`src/rtl/cmem_bus_arb.sv`:
```
// cmem_bus_arb: round-robin refill arbiter and write-invalidation broadcaster for N_PORTS cmem instances
//  clk, rst_n         clock, synchronous active-low reset
//  s_addr/s_rd        per-port refill line address and held request
//  s_rdata/s_dv       shared refill data, per-port one-cycle data-valid
//  m_addr/m_rd        memory line address and held read request
//  m_rdata/m_dv       memory line data and one-cycle data-valid
//  w_addr/w_vld       per-port written line address and notification pulse
//  w_stall            per-port invalidation slot occupied
//  inv_addr/inv       broadcast invalidation address and per-port strobe
`ifndef CMEM_BLK_LEN
`define CMEM_BLK_LEN 26
`endif
`ifndef CMEM_LINE
`define CMEM_LINE 128
`endif
module cmem_bus_arb #(
  parameter int N_PORTS = 2,
  parameter int BLK_LEN = `CMEM_BLK_LEN,
  parameter int LINE = `CMEM_LINE
) (
  input  logic                       clk,
  input  logic                       rst_n,
  input  logic [N_PORTS*BLK_LEN-1:0] s_addr,
  input  logic [N_PORTS-1:0]         s_rd,
  output logic [LINE-1:0]            s_rdata,
  output logic [N_PORTS-1:0]         s_dv,
  output logic [BLK_LEN-1:0]         m_addr,
  output logic                       m_rd,
  input  logic [LINE-1:0]            m_rdata,
  input  logic                       m_dv,
  input  logic [N_PORTS*BLK_LEN-1:0] w_addr,
  input  logic [N_PORTS-1:0]         w_vld,
  output logic [N_PORTS-1:0]         w_stall,
  output logic [BLK_LEN-1:0]         inv_addr,
  output logic [N_PORTS-1:0]         inv
);
  localparam int PW = $clog2(N_PORTS);
  localparam logic [1:0] IDLE = 2'd0, BUSY = 2'd1, DRAIN = 2'd2;
  logic [1:0] state;
  logic [PW-1:0] gnt, rr_ptr, pick, sj;
  logic found, sv;
  logic [N_PORTS-1:0] slot_v;
  logic [BLK_LEN-1:0] slot_a [N_PORTS];
  // scanning downward leaves the first requester after rr_ptr as the winner
  always_comb begin
    pick = '0;
    found = 1'b0;
    for (int k = N_PORTS; k >= 1; k--) begin
      if (s_rd[(int'(rr_ptr) + k) % N_PORTS]) begin
        found = 1'b1;
        pick = PW'((int'(rr_ptr) + k) % N_PORTS);
      end
    end
  end
  assign s_rdata = m_rdata;
  assign s_dv = (rst_n && state == BUSY && m_dv) ? N_PORTS'(1) << gnt : '0;
  always_ff @(posedge clk) begin
    if (!rst_n) begin
      state <= IDLE;
      m_rd <= 1'b0;
      m_addr <= '0;
      gnt <= '0;
      rr_ptr <= PW'(N_PORTS - 1);
    end else begin
      case (state)
        IDLE: if (found) begin
          gnt <= pick;
          m_addr <= s_addr[int'(pick)*BLK_LEN +: BLK_LEN];
          m_rd <= 1'b1;
          state <= BUSY;
        end
        BUSY: if (m_dv) begin
          m_rd <= 1'b0;
          rr_ptr <= gnt;
          state <= IDLE;
        end else if (!s_rd[gnt]) state <= DRAIN;
        DRAIN: if (m_dv) begin
          m_rd <= 1'b0;
          rr_ptr <= gnt;
          state <= IDLE;
        end
        default: state <= IDLE;
      endcase
    end
  end
  always_comb begin
    sj = '0;
    sv = 1'b0;
    for (int k = N_PORTS - 1; k >= 0; k--) begin
      if (slot_v[k]) begin
        sv = 1'b1;
        sj = PW'(k);
      end
    end
  end
  assign w_stall = slot_v;
  // an occupied slot ignores w_vld, so a same-cycle serve never picks up the new notification
  always_ff @(posedge clk) begin
    if (!rst_n) begin
      slot_v <= '0;
      inv <= '0;
      inv_addr <= '0;
    end else begin
      inv <= sv ? ~(N_PORTS'(1) << sj) : '0;
      if (sv) inv_addr <= slot_a[sj];
      for (int i = 0; i < N_PORTS; i++) begin
        if (slot_v[i]) begin
          if (sv && int'(sj) == i) slot_v[i] <= 1'b0;
        end else if (w_vld[i]) begin
          slot_v[i] <= 1'b1;
          slot_a[i] <= w_addr[i*BLK_LEN +: BLK_LEN];
        end
      end
    end
  end
endmodule

```
`config.mk`:
```
export PLATFORM = sky130hd
export DESIGN_NAME = cmem_bus_arb
export DESIGN_NICKNAME = d
export VERILOG_FILES = /design/src/rtl/cmem_bus_arb.sv
export SDC_FILE = /design/constraint.sdc
export NUM_CORES = 1
export LEC_CHECK = 0
export CORE_AREA = 2 2 168 170
export DETAILED_ROUTE_END_ITERATION = 16
export DIE_AREA = 0 0 170 172
export HOLD_SLACK_MARGIN = 0.05
export PLACE_DENSITY = 0.61
export SLEW_MARGIN = 40
export SYNTH_ARGS = -nofsm -noshare
export SYNTH_HDL_FRONTEND = slang
export SYNTH_SLANG_ARGS = --single-unit
```
`constraint.sdc`:
```
create_clock -name clk -period 5.8 [get_ports clk]
set_clock_uncertainty 0.2 [all_clocks]
set_input_delay 0.58 -clock clk [delete_from_list [all_inputs] [get_ports clk]]
set_output_delay 0.58 -clock clk [all_outputs]
set_load 0.1 [all_outputs]
```
==> results.rst <==
.. list-table::
   :header-rows: 1

   * - Metric
     - Value
   * - Run status
     - complete, no violations
   * - Number of stages on the worst hold path
     - 2
   * - Series of cell instances along the critical path
     - clkdlybuf4s50_1 -> nand3_1 -> nor2_1 -> buf_2
   * - Largest stage delay on the critical path
     - 0.55 ns
   * - Post-layout minimum cycle time
     - 2.596 ns
   * - Cell count after synthesis
     - 489
   * - Quantity of gates resized following cts
     - 0
   * - Total Neg Setup Slack
     - 0 ns
   * - Detailed Place HPWL
     - 12.38 mm
   * - Ys async rst share
     - 0%
   * - Leak
     - 2.576 nW
   * - Number of global-route vias before repair
     - 3479
   * - First-pass GRT wire length
     - 22.80 mm
   * - Switching Share
     - around 34%
   * - Largest net degree at the start of global routing
     - 59
   * - Maximum clock path buffer count
     - 2
   * - Post-Syn Nets
     - 732
   * - Share of power burned in combinational logic
     - around 22%
   * - Pre-CTS WS
     - 2.982 ns
   * - Tcrit/Tclk final
     - 44.75%
   * - Hold Vio Cnt, Final
     - 0
   * - Worst-case vdd ir drop
     - 0.1928 mV
   * - Number of buffers inserted by hold repair at cts
     - 0
   * - Relative contribution of the clock network to total power
     - 41.4%
   * - Seq pwr share
     - 36.2%
   * - Final net count
     - 774
   * - Core Util, Final
     - 24.60%
   * - Die Footprint
     - between 20000 and 30000 µm²
   * - Worst hold-check path type
     - reg -> reg
   * - Initial antenna violation count
     - 3
   * - CP max-delay cell
     - sky130_fd_sc_hd__clkdlybuf4s50_1
   * - Maximum fanout along the worst path
     - 5
   * - All-Layer GR Usage
     - 10.92%
   * - Vias per cell
     - about 3.8
   * - Clock sink count
     - 113
   * - Most used DFF post-synth
     - sky130_fd_sc_hd__dfxtp_1
   * - Post-CTS Setup Inserts
     - 0
   * - Via total after detailed routing
     - 3435
   * - Number of max-cap violations
     - 0
   * - P per Cell Area
     - 379.8 nW/µm²
   * - Library cells used by synthesis
     - 30
   * - Die height
     - 172 µm
   * - Clock latency on the worst-skew pair
     - around 0.42 ns
   * - Maximum clock frequency
     - just under 0.4 GHz
   * - Flip-flop and latch count after synthesis
     - 113
   * - Mean instance size in the synthesized netlist
     - ~11 µm²
   * - Number of rows created at floorplan
     - 61
   * - Drt initial violations
     - 164
   * - Arrival time at the worst endpoint
     - 1.82 ns
   * - Placer Congestion
     - 0.7244
   * - Number of clock buffers inserted by TritonCTS
     - 17
   * - Remaining DRCs
     - 0
   * - R2R cell count
     - 3
   * - Clock slew seen by the registers of the worst setup and hold paths
     - roughly 0.06 ns
   * - Sequential element share of the synthesized area
     - 51.89%
   * - DR WL/cell
     - 18.20 µm
   * - Worst Max-Slew Pin Slew
     - 0.7034 ns
   * - Setup ws final
     - around 3.2 ns
   * - Combined area of all synthesized cells
     - 5363 µm²
   * - Pint
     - 1.696 mW
   * - CTS H-Tree Depth
     - 4
   * - Port buffer count
     - 169
   * - Total Wirelength
     - 16.25 mm
   * - Count of flip-flops with a built-in enable after synthesis
     - 52
   * - Number of routed nets with antenna violations
     - 0
   * - Overflow after GRT
     - 0
   * - Area inside the core boundary
     - 27480 µm²
   * - I/O pins
     - 426
   * - Worst Path Required
     - 5.02 ns
   * - Root buffer cell
     - sky130_fd_sc_hd__clkbuf_16
   * - TritonRoute pass-1 iters
     - 4
   * - Class of the most critical setup path
     - in -> out
   * - Kind of launch point of the worst setup path
     - input port
   * - Final number of max-transition violations
     - 0
   * - Share of layout cells above drive strength 1
     - 19.12%
   * - Area added between synthesis and finish
     - 26.04%
   * - Starting density of the core
     - 19.52%
   * - Number of warnings reported in the yosys synthesis log
     - 0
   * - RSZ-0062 raised after global routing
     - false
   * - Switching Power
     - 871.0 µW
   * - TritonCTS clock tree
     - yes
   * - Number of setup violations in the final report
     - 0
   * - Horizontal extent of the die
     - 170 µm
   * - Element type at the critical path end
     - output pin
   * - Total Power Consumption
     - 2.567 mW
   * - Normalized max-slew margin
     - 53.11%
## stage by stage
stage / cell area (µm²) / std cells / hold WS [ns]
floorplan: 5363 / 489 / 0.2633
global route: 6754 / 891 / 0.3361
CTS: 6751 / 890 / 0.3040
global placement: 6414 / 856 / 0.2872
detailed placement: 6151 / 858 / 0.2957
finish: 6759 / 893 / 0.3040
## cell families (layout without fill, tap and decap cells)
| kind of cell | after synthesis | after routing | share of synthesized area, % |
|---|---|---|---|
| adders and majority gates | 4 | 4 | 0.9333 |
| muxes | 55 | 55 | 10.29 |
| other | 0 | 3 | 0 |
| AOI/OAI and AO/OA | 87 | 87 | 8.703 |
| buffers and inverters | 157 | 212 | 21.09 |
| and+or+nand+nor | 73 | 73 | 7.093 |
| DFF | 113 | 113 | 51.89 |
## cells in the final DEF (no fill, tap or decap), types with 2 or more instances in the layout
cell	Yosys	routed
sky130_fd_sc_hd__o21ai_1	2	2
sky130_fd_sc_hd__inv_8	0	2
sky130_fd_sc_hd__ha_1	4	4
sky130_fd_sc_hd__o21ai_0	50	50
sky130_fd_sc_hd__clkinvlp_4	0	3
sky130_fd_sc_hd__a21oi_1	27	27
sky130_fd_sc_hd__diode_2	0	3
sky130_fd_sc_hd__and2_1	28	28
sky130_fd_sc_hd__inv_6	0	5
sky130_fd_sc_hd__and3b_1	4	4
sky130_fd_sc_hd__buf_4	130	5
sky130_fd_sc_hd__mux2i_1	54	54
sky130_fd_sc_hd__buf_2	5	60
sky130_fd_sc_hd__nor2b_1	3	3
sky130_fd_sc_hd__inv_1	4	4
sky130_fd_sc_hd__edfxtp_1	52	52
sky130_fd_sc_hd__bufinv_16	0	2
sky130_fd_sc_hd__o21a_1	2	2
sky130_fd_sc_hd__nor2_1	2	2
sky130_fd_sc_hd__buf_8	0	2
sky130_fd_sc_hd__clkinv_4	0	3
sky130_fd_sc_hd__nand2_1	32	32
sky130_fd_sc_hd__clkbuf_16	0	17
sky130_fd_sc_hd__dfxtp_1	61	59
sky130_fd_sc_hd__clkdlybuf4s50_1	0	109
## critical path, delay by kind of cell
| kind | cells | cell delay [ns] |
|---|---|---|
| AND/OR/NAND/NOR | 2 | 0.25 |
| buffers and inverters | 2 | 0.98 |
## power by group through the flow
stage | clock network [mW] | registers, mW | logic, mW
2_1_floorplan | 0 | 1.24 | 0.551
3_3_place_gp | 0 | 0.947 | 0.615
3_5_place_dp | 0 | 0.945 | 0.582
4_1_cts | 1.10 | 0.930 | 0.582
5_1_grt | 1.13 | 0.937 | 0.609
6_report | 1.06 | 0.929 | 0.576
## synthesized netlist by cell type (2+ instances only)
master                     count  area share, %
sky130_fd_sc_hd__nor2_1        2           0.14
sky130_fd_sc_hd__buf_2         5           0.47
sky130_fd_sc_hd__and2_1       28            3.3
sky130_fd_sc_hd__buf_6         2           0.42
sky130_fd_sc_hd__buf_4       130             18
sky130_fd_sc_hd__dfxtp_1      61             23
sky130_fd_sc_hd__nor2b_1       3           0.35
sky130_fd_sc_hd__o21a_1        2           0.28
sky130_fd_sc_hd__mux2i_1      54             10
sky130_fd_sc_hd__nand2_1      32            2.2
sky130_fd_sc_hd__edfxtp_1     52             29
sky130_fd_sc_hd__a21oi_1      27            2.5
sky130_fd_sc_hd__and3b_1       4           0.65
sky130_fd_sc_hd__inv_1         4           0.28
sky130_fd_sc_hd__o21ai_1       2           0.19
sky130_fd_sc_hd__ha_1          4           0.93
sky130_fd_sc_hd__buf_12        2           0.75
sky130_fd_sc_hd__o21ai_0      50            4.7
sky130_fd_sc_hd__clkbuf_1     14           0.98
## path summary, 6_finish.rpt
path | from | to | slack [ns]
worst min-delay path | state[1]$_SDFFE_PN0P_ | state[1]$_SDFFE_PN0P_ | 0.30
worst min register to register | state[1]$_SDFFE_PN0P_ | state[1]$_SDFFE_PN0P_ | 0.30
worst max register to register | w_stall[1]$_SDFF_PN0_ | slot_a[1][12]$_DFFE_PP_ | 3.52
worst max-delay path | m_dv | s_dv[0] | 3.20
## per-layer routing
layer  GRT usage, %  share of wire [%]  vias to the layer above
met3          4.463                9.4                       62
met5              0                  0                        -
met4          7.915                5.0                        0
met1          9.796                 32                     1569
met2          19.89                 54                      169
li1               -                  -                     1635
## sequential cells by signal (all words and copies together) (netlist names), 2 cells and up
signal    flops
slot_a       52
inv_addr     26
m_addr       26
inv           2
state         2
w_stall       2
## area by class of cell
class | instances | area (µm²)
timing repair buffer | 176 | 1459
clock inverter | 15 | 175.2
fill | 2938 | 20720
tap | 346 | 432.9
clock buffer | 17 | 425.4
sequential | 113 | 2788
inverter | 4 | 15.01
multi-input combinational | 219 | 1456
antenna | 3 | 7.507
Power figures use the tool's default switching activity.
